[src/rtl/fetch_bundle_queue.sv]
// Fetch front-end: owns the fetch PC, issues bundle-wide instruction requests
// and buffers returned bundles in a small queue decoupled from DECODE.
module fetch_bundle_queue #(
  parameter int unsigned          PC_WIDTH    = 16,
  parameter int unsigned          FETCH_WIDTH = 4,
  parameter int unsigned          DEPTH       = 4,
  parameter logic [PC_WIDTH-1:0]  RESET_PC    = '0,
  localparam int unsigned         LANE_W      = (FETCH_WIDTH > 1) ? $clog2(FETCH_WIDTH) : 1,
  localparam int unsigned         CNT_W       = $clog2(DEPTH) + 1,
  localparam int unsigned         DATA_W      = FETCH_WIDTH * PC_WIDTH
) (
  input  logic                   clk,
  input  logic                   rst,
  input  logic                   exter_pc_en,
  input  logic [PC_WIDTH-1:0]    exter_pc,
  input  logic                   redirect_en,
  input  logic [PC_WIDTH-1:0]    redirect_pc,
  input  logic                   jump_en,
  input  logic [PC_WIDTH-1:0]    jump_pc,
  input  logic                   fetch_hold,
  output logic                   imem_req,
  output logic [PC_WIDTH-1:0]    imem_addr,
  input  logic [DATA_W-1:0]      imem_rdata,
  input  logic                   bp_taken,
  input  logic [LANE_W-1:0]      bp_lane,
  input  logic [PC_WIDTH-1:0]    bp_target,
  input  logic                   deq_ready,
  output logic                   deq_valid,
  output logic [PC_WIDTH-1:0]    deq_pc,
  output logic [DATA_W-1:0]      deq_inst,
  output logic [FETCH_WIDTH-1:0] deq_lane_valid,
  output logic [FETCH_WIDTH-1:0] deq_pred,
  output logic [CNT_W-1:0]       occupancy
);

  localparam int unsigned PTR_W = $clog2(DEPTH);

  logic [PC_WIDTH-1:0]    pc_q, pc_d;
  logic [PC_WIDTH-1:0]    req_pc_q, req_pc_d;
  logic                   inflight_q, inflight_d;
  logic [PTR_W-1:0]       head_q, head_d;
  logic [PTR_W-1:0]       tail_q, tail_d;
  logic [CNT_W-1:0]       count_q, count_d;

  logic [PC_WIDTH-1:0]    ent_pc_q   [DEPTH];
  logic [PC_WIDTH-1:0]    ent_pc_d   [DEPTH];
  logic [DATA_W-1:0]      ent_inst_q [DEPTH];
  logic [DATA_W-1:0]      ent_inst_d [DEPTH];
  logic [FETCH_WIDTH-1:0] ent_lv_q   [DEPTH];
  logic [FETCH_WIDTH-1:0] ent_lv_d   [DEPTH];
  logic [FETCH_WIDTH-1:0] ent_pred_q [DEPTH];
  logic [FETCH_WIDTH-1:0] ent_pred_d [DEPTH];

  logic                   flush, kill, resp_live, taken_live;
  logic                   not_empty, deq_fire, issue;
  logic [CNT_W-1:0]       reserved;
  logic [FETCH_WIDTH-1:0] resp_lv, resp_pred;

  always_comb begin
    flush      = exter_pc_en | redirect_en;
    kill       = flush | jump_en;
    resp_live  = inflight_q & ~kill;
    taken_live = resp_live & bp_taken;
    not_empty  = (count_q != '0);
    deq_fire   = not_empty & deq_ready & ~flush;
    // Slots already promised: queued entries plus the response still in flight.
    reserved   = count_q + CNT_W'(inflight_q) - CNT_W'(deq_fire);
    issue      = ~rst & ~fetch_hold & ~kill & ~taken_live & (reserved < CNT_W'(DEPTH));

    for (int unsigned i = 0; i < FETCH_WIDTH; i++) begin
      resp_lv[i]   = ~bp_taken | (LANE_W'(i) <= bp_lane);
      resp_pred[i] = bp_taken & (LANE_W'(i) == bp_lane);
    end
  end

  always_comb begin
    pc_d       = pc_q;
    req_pc_d   = req_pc_q;
    inflight_d = issue;
    head_d     = head_q;
    tail_d     = tail_q;
    count_d    = count_q;
    ent_pc_d   = ent_pc_q;
    ent_inst_d = ent_inst_q;
    ent_lv_d   = ent_lv_q;
    ent_pred_d = ent_pred_q;

    if (issue) begin
      req_pc_d = pc_q;
    end

    if (exter_pc_en)      pc_d = exter_pc;
    else if (redirect_en) pc_d = redirect_pc;
    else if (jump_en)     pc_d = jump_pc;
    else if (taken_live)  pc_d = bp_target;
    else if (issue)       pc_d = pc_q + PC_WIDTH'(FETCH_WIDTH);

    if (flush) begin
      head_d  = '0;
      tail_d  = '0;
      count_d = '0;
    end else begin
      if (resp_live) begin
        ent_pc_d[tail_q]   = req_pc_q;
        ent_inst_d[tail_q] = imem_rdata;
        ent_lv_d[tail_q]   = resp_lv;
        ent_pred_d[tail_q] = resp_pred;
        tail_d             = tail_q + PTR_W'(1);
      end
      if (deq_fire) begin
        head_d = head_q + PTR_W'(1);
      end
      count_d = count_q + CNT_W'(resp_live) - CNT_W'(deq_fire);
    end
  end

  always_ff @(posedge clk) begin
    if (rst) begin
      pc_q       <= RESET_PC;
      req_pc_q   <= '0;
      inflight_q <= 1'b0;
      head_q     <= '0;
      tail_q     <= '0;
      count_q    <= '0;
    end else begin
      pc_q       <= pc_d;
      req_pc_q   <= req_pc_d;
      inflight_q <= inflight_d;
      head_q     <= head_d;
      tail_q     <= tail_d;
      count_q    <= count_d;
    end
  end

  // Payload storage needs no reset: outputs are zeroed whenever the queue is empty.
  always_ff @(posedge clk) begin
    ent_pc_q   <= ent_pc_d;
    ent_inst_q <= ent_inst_d;
    ent_lv_q   <= ent_lv_d;
    ent_pred_q <= ent_pred_d;
  end

  always_comb begin
    imem_req       = issue;
    imem_addr      = pc_q;
    deq_valid      = not_empty;
    occupancy      = count_q;
    deq_pc         = not_empty ? ent_pc_q[head_q]   : '0;
    deq_inst       = not_empty ? ent_inst_q[head_q] : '0;
    deq_lane_valid = not_empty ? ent_lv_q[head_q]   : '0;
    deq_pred       = not_empty ? ent_pred_q[head_q] : '0;
  end

endmodule

[config.mk]
export PLATFORM = sky130hd
export DESIGN_NAME = fetch_bundle_queue
export DESIGN_NICKNAME = d
export VERILOG_FILES = /design/src/rtl/fetch_bundle_queue.sv
export SDC_FILE = /design/constraint.sdc
export NUM_CORES = 1
export LEC_CHECK = 0
export CORE_ASPECT_RATIO = 2
export CORE_UTILIZATION = 25
export DETAILED_ROUTE_END_ITERATION = 8
export PLACE_DENSITY = 0.56
export SKIP_CTS_REPAIR_TIMING = 1
export SYNTH_ARGS = -nofsm -noshare
export SYNTH_HDL_FRONTEND = slang
export SYNTH_SLANG_ARGS = --single-unit
export TNS_END_PERCENT = 10
[constraint.sdc]
create_clock -name clk -period 4.7 [get_ports clk]
set_input_delay 1.175 -clock clk [delete_from_list [all_inputs] [get_ports clk]]
set_output_delay 1.175 -clock clk [all_outputs]
set_load 0.01 [all_outputs]
==> results.py, run 1 <==
metrics = {
    "run_status": {
        "status": "completed",
    },
    "routing": {
        "avgViaCountPerCell": 4.46,
        "wl_met3_um": 2230,
        "m1WireLength_um": 13500,
        "drtIter0Drc": 349,
        "via_count": 8731,
        "top_layer_used": "met4",
        "totalWireLength_um": 38600,
        "first_pass_iters": 4,
        "detail-route-antenna-nets": 0,
        "drt-wirelength-per-cell_um": 19.7,
        "routed-wl-met2_um": 21200,
        "drc": 0,
    },
    "global_route": {
        "grt_usage_pct": 12.2,
        "gr-total-overflow": 0,
        "grt_start_max_net_pins": 58,
        "antenna_found_initial": 1,
        "grt_pass1_vias": 9467,
        "grt_pass1_wl_um": 57100,
    },
    "yosys": {
        "ys.warnings.count": 0,
        "synthMuxAreaShare_pct": 13.7,
        "synth_ff_type": "edfxtp_1",
        "synth_xor_area_share_pct": 0.785,
        "async_reset_ff_share_pct": 0,
        "synth.net_count": 1032,
        "synth_compound_area_share_pct": 3.28,
        "ys_seq_area_share_pct": 72.1,
        "synth-edff-count": 348,
        "yosys.area_share.simple_pct": 7.56,
        "synth_cells": 886,
        "synth_area_um2": 15600,
        "synth_top_cell_area_share_pct": 66.9,
        "synth_top_family_by_area": "multiplexers",
        "synth_seq_cells": 388,
        "netlist_top_cells_area": "edfxtp_1 67%, mux4_2 13%, dfxtp_1 5.1%",
        "ys_types": 49,
        "synth_fa_ha_area_share_pct": 0.689,
        "synth.avg_cell_area_um2": 17.6,
        "yosysTopAreaCell": "edfxtp_1",
    },
    "clock_tree": {
        "max-clock-path-buffers": 3,
        "clockRootBuffer": "clkbuf_16",
        "clk_pin_slew_ps": 70,
        "htreeDepth": 2,
        "clkSinkCount": 388,
        "cts_buffers": 37,
        "cts_tree": "done",
        "clock_latency_ps": 530,
    },
    "hold_path": {
        "min_from": "req_pc_q[7]",
        "worstHoldEndpoint": "ent_pc_q[7]",
        "hp-class": "flip-flop to flip-flop",
        "holdPathStages": 0,
    },
    "critical_path": {
        "path_max_fanout": 3,
        "critical_path.startpoint": "deq_ready",
        "path_common_cell": "nand3b_1",
        "r2r_slack_ps": 1530,
        "crit_buf_inv": 4,
        "critical_path_required_ps": 3520,
        "worst_path_max_delay_cell": "clkdlybuf4s50_1",
        "crit_type": "input port to primary output",
        "r2r_cells": 11,
        "cp-start-kind": "input port",
        "worstReg2RegEnd": "imem_addr[7]",
        "cp.arrival_ps": 3340,
        "r2r_start": "occupancy[1]",
        "slowest_delay_ps": 460,
        "crit_path_end_kind": "primary output",
        "path_cells": "clkdlybuf4s50_1 -> buf_4 -> nor3b_4 -> nand3b_1 -> ha_1 -> nand3b_1 -> mux2i_1 -> o31a_1 -> nand3_2 -> inv_1 -> dlymetal6s2s_1",
        "crit_family": "buffers and inverters",
    },
    "floorplanning": {
        "die-width_um": 179,
        "rows": 129,
        "ios": 247,
        "start_util_pct": 25.3,
        "core-area_um2": 61800,
        "die_h_um": 355,
        "dieArea_um2": 63500,
    },
    "power_and_ir_drop": {
        "powerDensity_nw_per_um2": 347,
        "irDropWorstVdd_v": 0.000252,
        "total_leakage_power_nw": 6.48,
        "p_total_mw": 7.09,
    },
    "timing": {
        "hold_viol_final": 0,
        "rsz0062_at_grt": "false",
        "finClkSkew_ps": 22.1,
        "drv_slew": 0,
        "setup_violations": 0,
        "min_period_ps": 4520,
        "slew-limit-headroom_pct": 49.3,
        "finalCritPeriodShare_pct": 96.1,
        "fmax_mhz": 221,
        "worst_pin_slew_ps": 758,
        "setup_ws_ps": 185,
    },
    "layout": {
        "syn_to_final_growth_pct": 30.7,
        "drive_gt1_share_pct": 15.6,
        "antenna_cells": 0,
        "final_nets": 1291,
        "final_cells": 1959,
        "stdcell_area_um2": 20400,
    },
    "place": {
        "post-place-cells": 1892,
        "gp_congestion": 0.852,
        "place.port_buffers": 246,
        "place_area_um2": 19200,
        "dp_hpwl_um": 25700,
        "pre_cts_ws_ps": -194,
    },
    "flow_run": {
        "maxCapViolCount": 0,
    },
}
flip-flops by register name (all words and copies together), names as in the netlist:
register and flops:
occupancy 3, tail_q 2, ent_inst_q 256, req_pc_q 16, ent_pred_q 16, ent_pc_q 64
ent_lv_q 12, head_q 2, imem_addr 16, inflight_q 1
cells in the mapped netlist (all sizes together), types with 5 or more instances:
master / n
a211oi: 9
a21oi: 21
a22oi: 7
and2: 89
and3: 5
buf: 17
clkbuf: 39
dfxtp: 40
edfxtp: 348
ha: 7
inv: 14
mux2i: 18
mux4: 87
nand2: 25
nand3: 14
nor2: 54
nor3: 13
o21ai: 20
xnor2: 7
xor2: 7
metrics by stage:
step                TNS, ps  utilization, %  hold slack (ps)
floorplan                 0               -              460
global placement       -156            31.0              475
detailed placement     -194            31.0              498
CTS                    -219            33.0              513
global route              0            33.0              530
finish                    0            33.0              510
worst max-delay path by stage:
stage,endpoint,slack [ps],cells past startpoint
after floorplan,ent_inst_q[0],100,6
after global placement,imem_req,-160,11
after detailed placement,imem_req,-190,11
after CTS,imem_req,-220,11
after global routing,imem_req,100,11
final,imem_req,180,11
where the power goes:
part           internal [mW]  leakage, nW  switching (mW)  total (mW)
sequential              3.75         3.42          0.0286        3.78
combinational          0.160         2.47           0.115       0.275
clock                   1.77        0.590            1.26        3.03
total                   5.68         6.48            1.41        7.09
placed cells by master (no fill, tap or decap), types with 3 or more instances in the layout:
cell type / count
nand2b_1: 3
a221oi_1: 4
dfxtp_1: 38
o21ai_0: 19
mux2i_1: 18
a22oi_1: 7
a21oi_1: 21
xnor2_1: 7
clkinv_2: 7
xor2_1: 7
clkinv_1: 3
inv_1: 14
buf_12: 8
edfxtp_1: 348
nand3_1: 13
nor2_1: 54
nor3_1: 13
nor2b_1: 4
clkbuf_16: 38
a2111oi_0: 3
buf_4: 22
clkdlybuf4s50_1: 245
and3_4: 4
and2_1: 89
nand2_1: 25
clkbuf_1: 10
bufinv_16: 5
ha_1: 7
a211oi_1: 7
or3_1: 3
mux4_2: 87
routing by layer:
layer  vias up  track usage, %
met3        67            2.18
met1      4405            12.7
li1       3977               -
met2       282            23.2
met4         0            5.81
met5         -               0
worst register-to-register path: cells and delay by family (launching register included):
family	cells	cell delay, ps
DFF	1	380
AOI/OAI and AO/OA	2	830
muxes	1	110
and+or+nand+nor	5	1090
buffers and inverters	2	420
adders and majority gates	1	250
kinds of logic (layout without fill, tap and decap cells):
family,count (synthesis),in the layout
and+or+nand+nor,223,223
AOI/OAI and AO/OA,78,78
buffers and inverters,70,357
adders and majority gates,8,8
muxes,105,105
DFF,388,388
xor gates and xnor gates,14,14
layout make-up:
| class | count | area (µm²) |
|---|---|---|
| Multi-Input combinational cell | 428 | 4100 |
| Fill cell | 6054 | 41400 |
| Sequential cell | 388 | 11300 |
| Tap cell | 786 | 983 |
| Timing Repair Buffer | 276 | 2790 |
| Clock buffer | 48 | 988 |
| Clock inverter | 19 | 233 |
| Inverter | 14 | 52.6 |
Note: power is estimated with default switching activity, not from simulation.
==> run 2, diff against run 1 <==
--- a/config.mk
+++ b/config.mk
@@ -6,9 +6,9 @@
 export NUM_CORES = 1
 export LEC_CHECK = 0
 export CORE_ASPECT_RATIO = 2
-export CORE_UTILIZATION = 25
+export CORE_UTILIZATION = 45
 export DETAILED_ROUTE_END_ITERATION = 8
-export PLACE_DENSITY = 0.56
+export PLACE_DENSITY = 0.82
 export SKIP_CTS_REPAIR_TIMING = 1
 export SYNTH_ARGS = -nofsm -noshare
 export SYNTH_HDL_FRONTEND = slang
==> run 2 against run 1 <==
Maximum frequency increased by 3.7%. Setup slack improved by 160 ps. Die area decreased by 44%. Clock-buffer cell count decreased by 8. Clock power decreased by 16%. Wire length decreased by 11%. Non-clock buffer count increased by 8. Power decreased by 6.9%. Final area decreased by 2.6%. Final cell count decreased by 18%. Global-route usage increased by 7.5 points. Critical endpoint unchanged. Highest routed layer unchanged.
==> results.py, run 2 (same netlist as run 1, synthesis figures left out) <==
metrics = {
    "global_route": {
        "antenna_found_initial": 2,
        "grt_usage_pct": 19.7,
        "grt_pass1_vias": 9537,
        "grt_pass1_wl_um": 52900,
        "grt_start_max_net_pins": 93,
        "gr-total-overflow": 0,
    },
    "routing": {
        "via_count": 8765,
        "avgViaCountPerCell": 5.43,
        "wl_met3_um": 1500,
        "detail-route-antenna-nets": 0,
        "first_pass_iters": 5,
        "routed-wl-met2_um": 19800,
        "totalWireLength_um": 34300,
        "drt-wirelength-per-cell_um": 21.3,
        "drtIter0Drc": 474,
        "drc": 0,
        "m1WireLength_um": 11600,
        "top_layer_used": "met4",
    },
    "layout": {
        "largest_reg_flops": 256,
        "top_register": "ent_inst_q",
        "final_core_util_pct": 58.1,
        "multi_input_area_um2": 4090,
        "n_fill_cell": 2580,
        "reg_top3": "ent_inst_q x256, ent_pc_q x64",
        "final_cell_mix": "348 x edfxtp_1, 245 x clkdlybuf4s50_1, 89 x and2_1, 87 x mux4_2, 54 x nor2_1",
        "final_cells": 1613,
        "drive_gt1_share_pct": 16.2,
        "syn_to_final_growth_pct": 27.3,
        "regArea_um2": 11300,
        "final_nets": 1292,
        "mostFrequentLayoutCell": "edfxtp_1",
    },
    "hold_path": {
        "min_from": "req_pc_q[8]",
        "worstHoldEndpoint": "ent_pc_q[8]",
        "hp-class": "flip-flop to flip-flop",
        "holdPathStages": 0,
    },
    "timing": {
        "fmax_mhz": 230,
        "slew-limit-headroom_pct": 41.9,
        "worst_pin_slew_ps": 872,
        "hold_viol_final": 0,
        "drv_slew": 0,
        "min_period_ps": 4350,
        "rsz0062_at_grt": "false",
        "setup_violations": 0,
        "setup_ws_ps": 348,
        "finClkSkew_ps": 10.5,
        "finalCritPeriodShare_pct": 92.6,
    },
    "clock_tree": {
        "clockRootBuffer": "clkbuf_16",
        "clock_latency_ps": 560,
        "htreeDepth": 1,
        "clkSinkCount": 388,
        "clk_pin_slew_ps": 70,
        "cts_buffers": 30,
        "cts_tree": "done",
        "max-clock-path-buffers": 3,
    },
    "run_status": {
        "status": "completed",
    },
    "critical_path": {
        "crit_path_end_kind": "primary output",
        "cp.arrival_ps": 3180,
        "crit_type": "input port to primary output",
        "path_max_fanout": 2,
        "path_cells": "clkdlybuf4s50_1 -> nor3b_2 -> nand3b_1 -> ha_1 -> nand3b_1 -> mux2i_1 -> o31a_1 -> nand3_2 -> inv_1 -> dlymetal6s2s_1",
        "critical_path_required_ps": 3520,
        "worst_path_max_delay_cell": "clkdlybuf4s50_1",
        "r2r_slack_ps": 1670,
        "worstReg2RegEnd": "imem_addr[6]",
        "r2r_start": "occupancy[1]",
        "slowest_delay_ps": 450,
        "crit_family": "buffers and inverters",
        "cp-start-kind": "input port",
        "crit_buf_inv": 3,
        "path_common_cell": "nand3b_1",
        "r2r_cells": 12,
    },
    "place": {
        "place.port_buffers": 246,
        "post-place-cells": 1554,
        "dp_hpwl_um": 23100,
        "pre_cts_ws_ps": -103,
        "gp_congestion": 0.873,
    },
    "flow_run": {
        "maxCapViolCount": 0,
    },
    "floorplanning": {
        "rows": 96,
        "core-area_um2": 34200,
        "die_h_um": 265,
        "start_util_pct": 45.6,
        "die-width_um": 134,
        "dieArea_um2": 35500,
        "ios": 247,
    },
    "power_and_ir_drop": {
        "total_leakage_power_nw": 6.45,
        "irDropWorstVdd_v": 0.000298,
        "powerDensity_nw_per_um2": 332,
    },
}
==> run 2: cell types whose count changed in the layout (fill, tap and decap cells not counted), moves of 3 or more <==
cell and delta:
buf_4 +3, clkbuf_16 -5, clkbuf_8 +4, buf_12 +5, bufinv_16 -4, clkbuf_1 -7
==> run 2: per-layer routing <==
metal  global-route usage [%]  up-vias
met1                     20.0     4419
met5                        0        -
li1                         -     3972
met3                     2.67       75
met4                     9.06        0
met2                     38.8      299
==> run 2: cell type report <==
| cell class | instances | area share, % |
|---|---|---|
| clock buffer | 40 | 4.49 |
| inverter | 14 | 0.264 |
| clock inverter | 16 | 0.604 |
| antenna | 2 | 0.0252 |
| multi-input combinational | 428 | 20.6 |
| tap | 441 | 2.78 |
| timing repair buffer | 284 | 14.7 |
| sequential | 388 | 56.6 |
==> run 2: worst max-delay path by stage <==
stage	to	slack (ps)	cells after the start	start
floorplan	ent_inst_q[0]	100	6	redirect_en
global placement	imem_req	-60	10	deq_ready
detailed placement	imem_req	-100	10	deq_ready
CTS	imem_req	-110	10	deq_ready
global route	imem_req	210	10	exter_pc_en
finish	imem_req	350	10	exter_pc_en
==> run 2: where the power goes <==
group	switching (mW)	internal, mW	leakage (nW)
Clock	1.16	1.40	0.500
Sequential	0.0240	3.75	3.42
Combinational	0.111	0.160	2.53
Total	1.29	5.31	6.45
==> run 2: stage by stage <==
stage	TNS, ps	cell area, µm²	power (mW)	hold WS [ps]
2_1_floorplan	0	15600	3.93	460
3_3_place_gp	-57.6	18800	4.11	473
5_1_grt	0	19900	6.79	525
3_5_place_dp	-103	18800	4.12	493
6_report	0	19900	6.60	509
4_1_cts	-111	19900	6.66	509
==> RTL edit: new RTL, settings of run 2 <==
Put a register stage on the output `deq_pred`, without a reset. The value now appears one clock later. The other outputs are not delayed to match.
--- a/src/rtl/fetch_bundle_queue.sv
+++ b/src/rtl/fetch_bundle_queue.sv
@@ -34,6 +34,8 @@
 );
 
   localparam int unsigned PTR_W = $clog2(DEPTH);
+
+  logic [FETCH_WIDTH-1:0] deq_pred_d;
 
   logic [PC_WIDTH-1:0]    pc_q, pc_d;
   logic [PC_WIDTH-1:0]    req_pc_q, req_pc_d;
@@ -148,7 +150,11 @@
     deq_pc         = not_empty ? ent_pc_q[head_q]   : '0;
     deq_inst       = not_empty ? ent_inst_q[head_q] : '0;
     deq_lane_valid = not_empty ? ent_lv_q[head_q]   : '0;
-    deq_pred       = not_empty ? ent_pred_q[head_q] : '0;
+    deq_pred_d     = not_empty ? ent_pred_q[head_q] : '0;
+  end
+
+  always_ff @(posedge clk) begin
+    deq_pred <= deq_pred_d;
   end
 
 endmodule
Function: changed (a bounded check fails within 4 cycles, from zero or initial values and one cycle with rst high).
==> RTL edit against run 2 <==
Power increased by 4.2%. Maximum frequency decreased by 6.5%. Synthesized cell count decreased by 1.4%. Die area increased by 0.93%. Routed wire length increased by 1.2%. Sequential share of layout area decreased by 0.18 points. Worst setup slack got worse by 0.30 ns. Sequential cell count increased by 4. Synthesized area increased by 0.94%. Final area increased by 1.0%. Largest power group unchanged.
==> RTL edit: results (changes against run 2) <==
.. list-table::
   :header-rows: 1

   * - Metric
     - Value
   * - Number of global-route vias before repair
     - 9571 (+0.36%)
   * - Worst-case headroom to the max-slew limit
     - 0.377 (-0.0419)
   * - Detailed-routing iteration count for the pre-antenna-repair pass
     - 4 (-1)
   * - First-pass GRT wire length
     - 52.6 mm (-0.52%)
   * - Met3 wire length
     - 1.48 mm (-1.3%)
   * - Category of cells accounting for the largest share of critical-path delay
     - simple AND/OR/NAND/NOR gates
   * - Largest stage delay on the critical path
     - 0.42 ns (-0.03 ns)
   * - Insertion delay to the later sink of the worst-skew pair
     - 0.52 ns (-0.04 ns)
   * - Synth top area cells
     - edfxtp_1, mux4_2, dfxtp_1
   * - Final-layout fill cell count
     - 2589 (+0.35%)
   * - Syn nets
     - 1020 (-1.2%)
   * - Post-synthesis average cell area
     - 18.0 um^2 (+2.3%)
   * - Post-route met1 wirelength
     - 12.1 mm (+3.9%)
   * - Leakage power
     - 6.67 nW (+3.4%)
   * - Antenna cell count
     - 0 (-2)
   * - Placed Instances
     - 1535 (-1.2%)
   * - Final HPWL from detailed placement
     - 22.5 mm (-2.7%)
   * - Synth top cells by count
     - edfxtp_1, and2_1, mux4_2
   * - Met3 usage in global routing
     - 0.0304 (+0.00371)
   * - Overall via count from detail_route
     - 8804 (+0.44%)
   * - Largest vdd supply drop
     - 0.237 mV (-21%)
   * - Final layout net count
     - 1277 (-1.2%)
   * - Status
     - finished, final reports clean
   * - Largest net degree at the start of global routing
     - 53 (-43%)
   * - Sequential fraction of the synthesis area
     - 0.719 (-0.00161)
   * - Relative contribution of sequential cells to total power
     - 0.554 (-0.018)
   * - Met2 routing resource usage after global routing
     - 0.379 (-0.00966)
   * - All-layer global routing usage
     - 0.197 (-0.000521)
   * - Routing usage on met1
     - 0.207 (+0.00673)
   * - Count of H-tree levels built during CTS
     - 2 (+1)
   * - GP Congestion
     - 0.894 (+2.4%)
   * - Number of unique standard cell types used by synthesis
     - 50 (+2.0%)
   * - Ratio of cells with drive above 1 in the final layout
     - 0.168 (+0.00628)
   * - Routed len/inst
     - 21.7 um (+2.2%)
   * - Worst Path Arrival
     - 3.48 ns (+0.30 ns)
   * - CTS buffer count
     - 34 (+13%)
   * - Internal power summed over all cells
     - 5.55 mW (+4.6%)
   * - Final std cells w/o fill
     - 1597 (-0.99%)
   * - First-iteration detailed-routing DRC count
     - 457 (-3.6%)
   * - Worst Skew
     - 0.0136 ns (+0.00316 ns)
   * - Met2 WL post-DR
     - 19.9 mm (+0.28%)
RTL edit: cell types whose count changed after synthesis, sizes merged, moves of 5 or more:
cell,change
a211oi,-5
and3,+5
inv,-5
nand2,-8
nor2,+6
nand3,-8
a22oi,+6
RTL edit: final timing paths:
| check | startpoint | endpoint | slack (ns) | depth (start not counted) |
|---|---|---|---|---|
| worst max-delay path | redirect_en | imem_req | 0.04 | 11 |
| worst min-delay path | imem_addr[0] | imem_addr[0] | 0.50 | 2 |
| worst max register to register | occupancy[1] | imem_addr[15] | 1.88 | 10 |
| worst min register to register | imem_addr[0] | imem_addr[0] | 0.50 | 2 |
RTL edit: stage by stage:
| step | total power [mW] | worst slack (ns) | area, um^2 |
|---|---|---|---|
| finish | 6.88 | 0.0444 | 20100 |
| global route | 7.07 | -0.00951 | 20100 |
| global placement | 4.15 | -0.408 | 18900 |
| floorplan | 3.96 | 0.167 | 15800 |
| detailed placement | 4.16 | -0.477 | 18900 |
| CTS | 6.94 | -0.489 | 20000 |
RTL edit: tightest hold or removal path, cell delays in order, from the launching register on:
cell and delay [ns]:
dfxtp_1 0.33, nand2_1 0.06, a21oi_1 0.05
RTL edit: final cells by class:
| cell class | instances | area [um^2] | area share |
|---|---|---|---|
| clock buffer | 47 | 998 | 0.0497 |
| clock inverter | 14 | 124 | 0.00617 |
| multi-input combinational | 416 | 4200 | 0.209 |
| timing repair buffer | 278 | 2840 | 0.141 |
| tap | 441 | 552 | 0.0275 |
| sequential | 392 | 11300 | 0.564 |
| inverter | 9 | 33.8 | 0.00168 |
RTL edit: logic make-up after synthesis:
group	share of synthesized area
xor+xnor	0.00778
compound gates	0.0401
mux	0.136
simple gates	0.0719
flops	0.719
fa+ha+maj	0.00683
buf+inv	0.0179
